### config.mk
export PLATFORM = sky130hd
export DESIGN_NAME = sr_request_conditioner
export DESIGN_NICKNAME = d
export VERILOG_FILES = /design/src/rtl/sr_pkg.sv /design/src/rtl/sr_debounce_ch.sv /design/src/rtl/sr_request_conditioner.sv
export SDC_FILE = /design/constraint.sdc
export NUM_CORES = 1
export LEC_CHECK = 0
export ABC_AREA = 1
export CELL_PAD_IN_SITES_DETAIL_PLACEMENT = 1
export CELL_PAD_IN_SITES_GLOBAL_PLACEMENT = 1
export CORE_MARGIN = 10
export CORE_UTILIZATION = 36
export CTS_CLUSTER_SIZE = 12
export DETAILED_ROUTE_END_ITERATION = 8
export GPL_TIMING_DRIVEN = 0
export PLACE_DENSITY = 0.85
export SYNTH_ARGS = -nofsm -noshare
export SYNTH_HDL_FRONTEND = slang
export SYNTH_SLANG_ARGS = --single-unit
### constraint.sdc
create_clock -name Clk -period 1.2 [get_ports Clk]
set_input_delay 0.18 -clock Clk [delete_from_list [all_inputs] [get_ports Clk]]
set_output_delay 0.18 -clock Clk [all_outputs]
set_load 0.01 [all_outputs]
### src/rtl/sr_pkg.sv
// ---------------------------------------------------------------------------
// sr_pkg
// Shared constants and helpers for the SR request conditioner slice.
//   DEBOUNCE_CYCLES_DEF : default number of stable synchronised samples
//                         needed before a debounced level changes
//   DROP_CNT_W_DEF      : default width of the saturating dropped-set counter
//   cntWidth()          : width of the debounce counter for a given
//                         debounce length (must hold 0..DEBOUNCE_CYCLES)
// ---------------------------------------------------------------------------
package sr_pkg;

  localparam int DEBOUNCE_CYCLES_DEF = 4;
  localparam int DROP_CNT_W_DEF      = 8;

  // A one-cycle debounce still needs a 1-bit counter so the port widths
  // never collapse to zero.
  function automatic int cntWidth(input int debounceCycles);
    return (debounceCycles < 2) ? 1 : $clog2(debounceCycles + 1);
  endfunction

endpackage

### src/rtl/sr_debounce_ch.sv
// ---------------------------------------------------------------------------
// sr_debounce_ch
// One request channel: two-flop synchroniser, debounce counter and a
// one-cycle event on each accepted rising level change.
//   Clk       : system clock, rising edge
//   Rst_n     : asynchronous active-low reset
//   raw_in    : raw request, asynchronous to Clk, may bounce
//   ev_out    : one-cycle pulse when the debounced level rises
//   level_out : current debounced level (observation only)
// ---------------------------------------------------------------------------
module sr_debounce_ch
  import sr_pkg::*;
#(
  parameter int DEBOUNCE_CYCLES = DEBOUNCE_CYCLES_DEF
) (
  input  logic Clk,
  input  logic Rst_n,
  input  logic raw_in,
  output logic ev_out,
  output logic level_out
);

  localparam int CW = cntWidth(DEBOUNCE_CYCLES);
  localparam logic [CW-1:0] CNT_LAST = CW'(DEBOUNCE_CYCLES - 1);

  logic          r_sync1;
  logic          r_sync2;
  logic          r_deb;
  logic          r_ev;
  logic [CW-1:0] r_cnt;

  // Two-flop synchroniser bringing the raw request into the Clk domain.
  always_ff @(posedge Clk or negedge Rst_n) begin
    if (!Rst_n) begin
      r_sync1 <= 1'b0;
      r_sync2 <= 1'b0;
    end else begin
      r_sync1 <= raw_in;
      r_sync2 <= r_sync1;
    end
  end

  // The counter tracks how long the synchronised level has disagreed with
  // the debounced level; any agreeing sample restarts it, so a glitch
  // shorter than DEBOUNCE_CYCLES samples never changes the level. The event
  // copies the new level, which makes falling transitions silent.
  always_ff @(posedge Clk or negedge Rst_n) begin
    if (!Rst_n) begin
      r_deb <= 1'b0;
      r_cnt <= '0;
      r_ev  <= 1'b0;
    end else begin
      r_ev <= 1'b0;
      if (r_sync2 == r_deb) begin
        r_cnt <= '0;
      end else if (r_cnt == CNT_LAST) begin
        r_deb <= r_sync2;
        r_cnt <= '0;
        r_ev  <= r_sync2;
      end else begin
        r_cnt <= r_cnt + 1'b1;
      end
    end
  end

  assign ev_out    = r_ev;
  assign level_out = r_deb;

endmodule

### src/rtl/sr_request_conditioner.sv
// ---------------------------------------------------------------------------
// sr_request_conditioner
// Conditions raw set/reset requests for the downstream SR flip-flop and
// arbitrates them so S and R are never high in the same cycle.
//   Clk      : system clock, rising edge
//   Rst_n    : asynchronous active-low reset
//   S_raw    : raw set request, asynchronous, may bounce
//   R_raw    : raw reset request, asynchronous, may bounce
//   S        : registered one-cycle set pulse
//   R        : registered one-cycle reset pulse
//   Conflict : one-cycle pulse alongside R when a set event was discarded
//   Drop_cnt : saturating count of discarded set events
// ---------------------------------------------------------------------------
module sr_request_conditioner
  import sr_pkg::*;
#(
  parameter int DEBOUNCE_CYCLES = DEBOUNCE_CYCLES_DEF,
  parameter int DROP_CNT_W      = DROP_CNT_W_DEF
) (
  input  logic                  Clk,
  input  logic                  Rst_n,
  input  logic                  S_raw,
  input  logic                  R_raw,
  output logic                  S,
  output logic                  R,
  output logic                  Conflict,
  output logic [DROP_CNT_W-1:0] Drop_cnt
);

  logic                  w_evS;
  logic                  w_evR;
  logic                  w_unusedSLevel;
  logic                  w_unusedRLevel;
  logic                  r_s;
  logic                  r_r;
  logic                  r_conflict;
  logic [DROP_CNT_W-1:0] r_dropCnt;

  // Debounced levels are only brought out for observation in simulation.
  sr_debounce_ch #(
    .DEBOUNCE_CYCLES(DEBOUNCE_CYCLES)
  ) u_sCh (
    .Clk      (Clk),
    .Rst_n    (Rst_n),
    .raw_in   (S_raw),
    .ev_out   (w_evS),
    .level_out(w_unusedSLevel)
  );

  sr_debounce_ch #(
    .DEBOUNCE_CYCLES(DEBOUNCE_CYCLES)
  ) u_rCh (
    .Clk      (Clk),
    .Rst_n    (Rst_n),
    .raw_in   (R_raw),
    .ev_out   (w_evR),
    .level_out(w_unusedRLevel)
  );

  // Reset has priority: a set arriving together with a reset is thrown
  // away rather than queued, so the flip-flop never sees S and R together.
  always_ff @(posedge Clk or negedge Rst_n) begin
    if (!Rst_n) begin
      r_s        <= 1'b0;
      r_r        <= 1'b0;
      r_conflict <= 1'b0;
      r_dropCnt  <= '0;
    end else begin
      r_s        <= w_evS & ~w_evR;
      r_r        <= w_evR;
      r_conflict <= w_evS & w_evR;
      if (w_evS && w_evR && (r_dropCnt != {DROP_CNT_W{1'b1}})) begin
        r_dropCnt <= r_dropCnt + 1'b1;
      end
    end
  end

  assign S        = r_s;
  assign R        = r_r;
  assign Conflict = r_conflict;
  assign Drop_cnt = r_dropCnt;

endmodule
Word level (Yosys, flattened, before mapping)
Index checks and enable logic that the tools add are counted.
{"block": "word_totals", "ff_bits": 25, "out_inout_bits": 11, "input_bits": 4, "word_cells": 39}
{"block": "op_classes", "add_sub_neg": 3, "bitwise": 5, "eq_ne": 5, "n_reduce_logical": 4, "mux": 8}
{"operator": "$mux 3", "count": 4}
{"operator": "$add 8x1->8 const B", "count": 1}
{"operator": "$ne 8x8->1 const B", "count": 1}
{"operator": "$add 3x1->3 const B", "count": 2}
{"operator": "$eq 3x2->1 const B", "count": 2}
{"operator": "$mux 1", "count": 4}
{"operator": "$reduce_and 2->1", "count": 2}
{"operator": "$not 1->1", "count": 3}
{"operator": "$and 1x1->1", "count": 2}
{"operator": "$eq 1x1->1", "count": 2}
{"operator": "$logic_and 1x1->1", "count": 2}

Depth between registers and ports, before layout
Gate-level depths: netlist of run 1.
{"block": "depth", "word_depth": 3, "ltp_mapped": 7, "mapped_depth_nobuf": 7}

Modules after synthesis
Synthesis of run 1 repeated with hierarchy kept, for this count alone.
{"block": "hier_totals", "cells_unflattened": 127, "area_unflattened_um2": 1102.3}
{"module": "sr_request_conditioner", "n_inst": 1, "cells_per_inst": 73, "area_each_um2": 571.8, "seq_area_each_um2": 275.3}
{"module": "sr_debounce_ch", "n_inst": 2, "cells_per_inst": 27, "area_each_um2": 265.3, "seq_area_each_um2": 175.2}

Worst setup path before layout of run 1
No wires, ideal clock.
{"block": "synth_timing", "path_type": "register -> register", "start": "register r_dropCnt[0], in the netlist Drop_cnt[0]", "end": "register r_dropCnt[2], in the netlist Drop_cnt[2]", "required_time_ns": 1.078, "setup_time_ns": 0.122, "setup_slack_ns": -0.022, "path_stages_with_launch": 8, "path_buffers": 0, "arrival_time_ns": 1.100, "path_cell_list": "dfrtp_1 ha_1 inv_1 nor2_4 nand2_4 nand2_4 nand2_1 o21ai_2"}
{"block": "synth_via", "elab_chain_len": 2, "word_cells_on_any_way": 3}
{"element": "start, declared", "line_no": "sr_request_conditioner.sv:37", "rtl": "logic [DROP_CNT_W-1:0] r_dropCnt;"}
{"element": "start signal, assigned", "line_no": "sr_request_conditioner.sv:73", "rtl": "r_dropCnt <= r_dropCnt + 1'b1;"}
{"element": "branches (longest 2 deep; another with $add 8x1->8)"}
Several ways; the timed one is not identified.
A chain may end at the register's enable or synchronous reset.

Final worst setup path of run 1
{"block": "layout_timing", "start": "register r_dropCnt[1], in the netlist Drop_cnt[1]", "end": "register r_dropCnt[5], in the netlist Drop_cnt[5]"}
Same word-level chain as after synthesis.

==> run summary, run 1 <==
Clk sinks = 25
Detailed router's first-iteration violation count = 31
Core area = 2780 µm²
Post-route setup slack = -0.157 ns
Wire per inst = 17.8 µm
Seq/Total Area, Yosys = 58.8%
H-tree levels = 1
Die Ht = 74.4 µm
DRC = 0
Outcome = finished with violations
FF+latch area = 629 µm²
FF-to-FF path depth = 8
Post-route clock period utilization = 113%
Clock Path Buffers = 2
Root Buffer = clkbuf_4
Avg Vias per Cell = 4.95
Yosys warnings = 0
Post-detailed-routing wire length = 3200 µm
Share of cells above drive strength 1 = 35.6%
Pwr Total = 0.00170 W
Max-cap violations = 0
Fmax = 0.737 GHz
Row cnt = 19
Initial Util = 38.2%
DR vias = 891
Static Leak = 0.711 nW
Vias in the first global route = 955
Startpoint types = flop
Final Non-Filler Cells = 180
Cell Pwr Density = 1160 nW/µm²
Area occupied by multi-input gates = 472 µm²
Worst setup EP type = flop
Post-route clock skew = 0.00274 ns
Cell accounting for the most synthesized area = dfrtp_1
Hold Crit Class = input port to async pin
FFs w/ async S/R, synth = 100%
# placed instances = 160
Crit path DAT = 1.59 ns
Yosys cell types = 15
WP data required = 1.43 ns
Synth cell count leaders = nand2_1 (38), dfrtp_1 (25), nor2_1 (13)
Failing checks = setup timing
Final setup fails = 9
CP max FO = 7
Antenna Nets Post-Route = 0
IO Port Bufs = 14
Clk slew on worst S/H paths = 0.15 ns
Final Max Slew Viols = 0
Routability Congestion = 0.742
Largest net degree at the start of global routing = 26
Slew HR = 26.3%
Initial antenna violation count = 0
Kind of critical path = flop to flop
RSZ-0062 raised after global routing = yes
Nets = 157
Avg Inst Size Synth = 9.25 µm²
Die span in x = 74.4 µm
Diode count = 0
Post-synth EDFFs = 0
Primary FF master, synth = dfrtp_1
Most common cell in the netlist = nand2_1
Tmin final = 1.36 ns
Die area = 5530 µm²
Gr usage total = 10.7%
Dpl hpwl = 1700 µm
Syn Std Cell Area = 1060 µm²
Router iterations before antenna repair = 4
Clk Latency, worst-skew pair = 0.32 ns
GR Overflow Total = 0
Yosys reg bits = 25
Least-Margin Pin Slew = 1.11 ns
CTS hold repair buffers = 0
Global-route wire length before repair = 4580 µm
CTS tree = done
Growth of design area from synthesis to finish = 37.6%
Final hold vios = 0
Top post-synthesis cells by area = dfrtp_1 (59%), nand2_1 (13%), nor2_1 (4.6%)
Post-Syn Instances = 115
Clock buffer count from CTS = 3
Top Ports = 15
Mapped Nets = 122
FILL cells = 322
VDD IR max = 0.964 mV
Synth top area share = 58.8%
-- where the power goes --
group          internal (W)  switching, W  total [W]
Clock              0.000128      0.000273   0.000401
Combinational      0.000134      0.000165   0.000298
Sequential         0.000943     0.0000609    0.00100
-- cells by family after synthesis --
group	Yosys count	synth area share, %
and+or+nand+nor	70	29.6
DFF	25	58.8
buffers and inverters	12	4.23
xor gates and xnor gates	3	2.47
adders and majority gates	3	3.53
AOI/OAI and AO/OA	2	1.29
-- stage by stage --
| step | TNS [ns] | hold slack [ns] | instance area [µm²] | setup WS, ns | util, % |
|---|---|---|---|---|---|
| final | -0.995 | 0.158 | 1460 | -0.157 | 52.6 |
| after global placement | -7.82 | 0.336 | 1250 | -0.391 | 44.8 |
| after detailed placement | -9.35 | 0.339 | 1250 | -0.448 | 44.8 |
| after global routing | -1.45 | 0.242 | 1460 | -0.213 | 52.6 |
| after floorplan | 0 | -0.116 | 1070 | 0.00469 | - |
| after CTS | -0.339 | 0.200 | 1380 | -0.0712 | 49.4 |
-- placed cells by master (no fill, tap or decap), drive strengths merged --
| master | netlist | final |
|---|---|---|
| buf | 0 | 18 |
| dlygate4sd2 | 0 | 1 |
| nor3 | 5 | 5 |
| o21ai | 1 | 1 |
| inv | 12 | 12 |
| nor2 | 15 | 15 |
| xnor2 | 3 | 3 |
| dfrtp | 25 | 25 |
| a21oi | 1 | 1 |
| ha | 3 | 3 |
| nand3 | 8 | 8 |
| clkinvlp | 0 | 1 |
| clkdlybuf4s15 | 0 | 5 |
| nand4 | 1 | 1 |
| clkbuf | 0 | 7 |
| nand2 | 40 | 40 |
| nand3b | 1 | 1 |
| clkdlybuf4s50 | 0 | 2 |
-- metal layers --
layer / global-route usage, % / wire length [µm] / vias to the layer above
met4: 4.27 / 95 / 0
met3: 2.13 / 139 / 10
met1: 12.4 / 1300 / 431
met2: 18.7 / 1670 / 23
met5: 0 / 0 / -
li1: - / - / 427
-- state kept, by name, indices dropped and copies added, names as in the netlist --
signal           cells
Drop_cnt             8
u_rCh.r_cnt          3
u_sCh.r_cnt          3
Conflict             1
R                    1
S                    1
u_rCh.ev_out         1
u_rCh.level_out      1
u_rCh.r_sync1        1
u_rCh.r_sync2        1
u_sCh.ev_out         1
u_sCh.level_out      1
u_sCh.r_sync1        1
u_sCh.r_sync2        1
-- cell type report --
class                           count  area share [%]
Clock buffer                        3            1.54
Tap cell                           31            2.65
Timing Repair Buffer               30            17.0
Clock inverter                      1           0.513
Multi-Input combinational cell     78            32.2
Sequential cell                    25            43.0
Inverter                           12            3.08
-- worst max-delay path: stages, from the launching register on --
cell and delay (ns):
dfrtp_1 0.44, buf_6 0.15, ha_4 0.17, inv_2 0.07
nor2_4 0.05, nand2_4 0.15, nand3_4 0.09, nand2_2 0.10
nand2_2 0.06
-- timing repair --
action	CTS	global route
endpoints found under the setup margin	20	19
pin swaps	2	10
gates resized for setup	32	24
hold endpoints to repair	0	0
buffers inserted	9	7
-- worst paths after layout --
path	start	end	slack [ns]
max reg2reg	Drop_cnt[1]	Drop_cnt[5]	-0.16
min	Rst_n	u_sCh.r_cnt[0]	0.16
min reg2reg	u_sCh.r_sync1	u_sCh.r_sync2	0.38
max in group asynchronous	Rst_n	Drop_cnt[3]	0.31
max	Drop_cnt[1]	Drop_cnt[5]	-0.16
min in group Clk	R_raw	u_rCh.r_sync1	0.28
(Power assumes the default switching activity.)
==> inputs of run 2 (changes only) <==
- ABC_CLOCK_PERIOD_IN_PS: default -> 1200
- SLEW_MARGIN: default -> 0
==> results of run 2 <==
The final DEF is identical to that of run 1; final timing and power are the same.
==> inputs of run 3 (changes only) <==
- REMOVE_ABC_BUFFERS: default -> 1
==> run 3 against run 2 <==
The run still ends with setup timing left. Largest cell class unchanged. First-iteration DRC count up 45%. Power shrank 1.0%. Final cell count shrank 1.1%. Combinational power fell by 2%.
==> run summary, run 3 (synthesized netlist as in run 1, its figures left out) <==
Outcome = finished with violations
Failing checks = setup timing
Crit-path cells = buf_6 -> ha_4 -> inv_4 -> nor2_4 -> nand2_4 -> nand3_2 -> nand2_2 -> nand2_1
WP buf/inv = 2 (unchanged)
CTS hold repair buffers = 0 (unchanged)
Die Ht = 74.4 µm (unchanged)
GR Overflow Total = 0 (unchanged)
Initial Util = 38.2% (unchanged)
Crit path DAT = 1.49 ns (-0.10 ns)
Clk Latency, worst-skew pair = 0.33 ns (about the same)
Growth of design area from synthesis to finish = 33.1%
Gr usage total = 11.0% (+0.30 points)
FILL cells = 326 (+1.2%)
Tmin final = 1.25 ns (-0.108 ns)
Cell Pwr Density = 1190 nW/µm² (+2.4%)
Clk slew on worst S/H paths = 0.14 ns (about the same)
Most common cell after layout, fill and taps aside = nand2_1
Final hold vios = 0 (unchanged)
Final setup fails = 7 (-2)
Dpl hpwl = 1680 µm (-1.2%)
Max-cap violations = 0 (unchanged)
Post-detailed-routing wire length = 2760 µm (-14%)
WP data required = 1.44 ns (about the same)
Top Ports = 15 (unchanged)
Reg power frac = 59.3% (+0.3 points)
Final Max Slew Viols = 0 (unchanged)
Largest net degree at the start of global routing = 26 (unchanged)
Logic pwr share = 17.4% (about the same)
CP max FO = 7 (unchanged)
RSZ-0062 raised after global routing = yes
VDD IR max = 0.708 mV (-27%)
Initial antenna violation count = 0 (unchanged)
Kind of critical path = flop to flop
Avg Vias per Cell = 5.01 (+1.1%)
Startpoint types = flop
Clk sinks = 25 (unchanged)
Clock Path Buffers = 2 (unchanged)
CP max stage delay = 0.43 ns (about the same)
Die area = 5530 µm² (unchanged)
Worst r2r src = Drop_cnt[1]
Antenna Nets Post-Route = 0 (unchanged)
Post-route clock skew = 0.00642 ns (+0.00368 ns)
Clock buffer count from CTS = 3 (unchanged)
Share of cells above drive strength 1 = 30.6% (-5.0 points)
Root Buffer = clkbuf_4
Clock share of power = 23.3% (-0.2 points)
Diode count = 0 (unchanged)
Slew HR = 23.8% (-2.5 points)
Row cnt = 19 (unchanged)
Crit. Startpoint = Drop_cnt[1]
Wire per inst = 15.5 µm (-13%)
Post-route clock period utilization = 104% (-9.0 points)
Net Switching = 0.000489 W (-2.0%)
Routability Congestion = 0.730 (-1.6%)
Commonest cells after routing, fill and taps aside = nand2_1 (31), dfrtp_1 (23), nor2_1 (12), buf_4 (12), inv_1 (10)
Dpl ws = -0.341 ns (+0.106 ns)
H-tree levels = 1 (unchanged)
Static Leak = 0.705 nW (-0.78%)
Final instance area = 1420 µm² (-3.3%)
Post-route setup slack = -0.0499 ns (+0.108 ns)
Slowest CP cell = dfrtp_1
Hold Crit Class = input port to async pin
IO Port Bufs = 14 (unchanged)
Die span in x = 74.4 µm (unchanged)
Core area = 2780 µm² (unchanged)
Router iterations before antenna repair = 4 (unchanged)
CTS tree = done
DR vias = 891 (unchanged)
Least-Margin Pin Slew = 1.14 ns (+0.0372 ns)
DRC = 0 (unchanged)
TNS Setup = -0.267 ns (+0.727 ns)
Placed Area = 1240 µm² (-0.30%)
Global-route wire length before repair = 4780 µm (+4.4%)
Internal cell power = 0.00120 W (-0.64%)
Detailed router's first-iteration violation count = 45 (+45%)
Worst setup EP type = flop
Nets = 155 (-1.3%)
Switching share of power = 29.0% (-0.28 points)
Vias in the first global route = 1020 (+6.8%)
CP delay by family, top = flip-flops
Max reg flops = 8 (unchanged)
Final core occ = 50.9% (-1.8 points)
Fmax = 0.800 GHz (+8.6%)
-- run 3: final cells by class --
type / count / area (µm²) / area share (%)
Clock buffer: 3 / 22.5 / 1.59
Clock inverter: 1 / 5.00 / 0.354
Inverter: 12 / 47.5 / 3.36
Multi-Input combinational cell: 78 / 444 / 31.4
Sequential cell: 25 / 628 / 44.4
Tap cell: 31 / 38.8 / 2.74
Timing Repair Buffer: 28 / 229 / 16.2
-- run 3: final timing paths --
kind	endpoint	slack, ns	cells after the start
min	u_sCh.level_out	0.18	1
min in group Clk	u_rCh.r_sync1	0.28	1
max in group asynchronous	Drop_cnt[2]	0.28	1
max	Drop_cnt[5]	-0.05	8
max reg2reg	Drop_cnt[5]	-0.05	8
min reg2reg	u_sCh.r_sync2	0.37	0
-- run 3: stage by stage --
stage	hold WS (ns)	std cells	total power, W
finish	0.176	178	0.00169
global route	0.233	178	0.00180
CTS	0.193	177	0.00167
detailed placement	0.345	160	0.00128
global placement	0.334	160	0.00125
floorplan	-0.116	115	0.00119
-- run 3: worst reg2reg max path: cells and delay by family (launching register included) --
family | cells | cell delay [ns]
flip-flops | 1 | 0.43
AND/OR/NAND/NOR | 5 | 0.38
buffers and inverters | 2 | 0.20
adder cells (fa/ha/maj) | 1 | 0.17
-- run 3: per-layer routing --
layer	part of all wire (%)	GRT usage, %	wire length (µm)
met4	2.5	5.89	69
met3	3.9	2.26	107
met2	53	19.7	1460
met1	41	11.7	1120
met5	0	0	0
-- run 3: repair_timing --
| action | in CTS | in global routing |
|---|---|---|
| cloned | 0 | 0 |
| resized for setup | 31 | 22 |
| pin swaps | 5 | 4 |
| endpoints found under the setup margin | 19 | 19 |
| hold endpoints to repair | 0 | 0 |
| buffers inserted | 13 | 1 |
-- run 3: power groups by stage --
stage	registers, W	logic [W]	clock network [W]
2_1_floorplan	0.00101	0.000182	0
3_3_place_gp	0.00101	0.000240	0
3_5_place_dp	0.00102	0.000265	0
4_1_cts	0.000999	0.000287	0.000388
5_1_grt	0.00102	0.000345	0.000436
6_report	0.00100	0.000293	0.000393
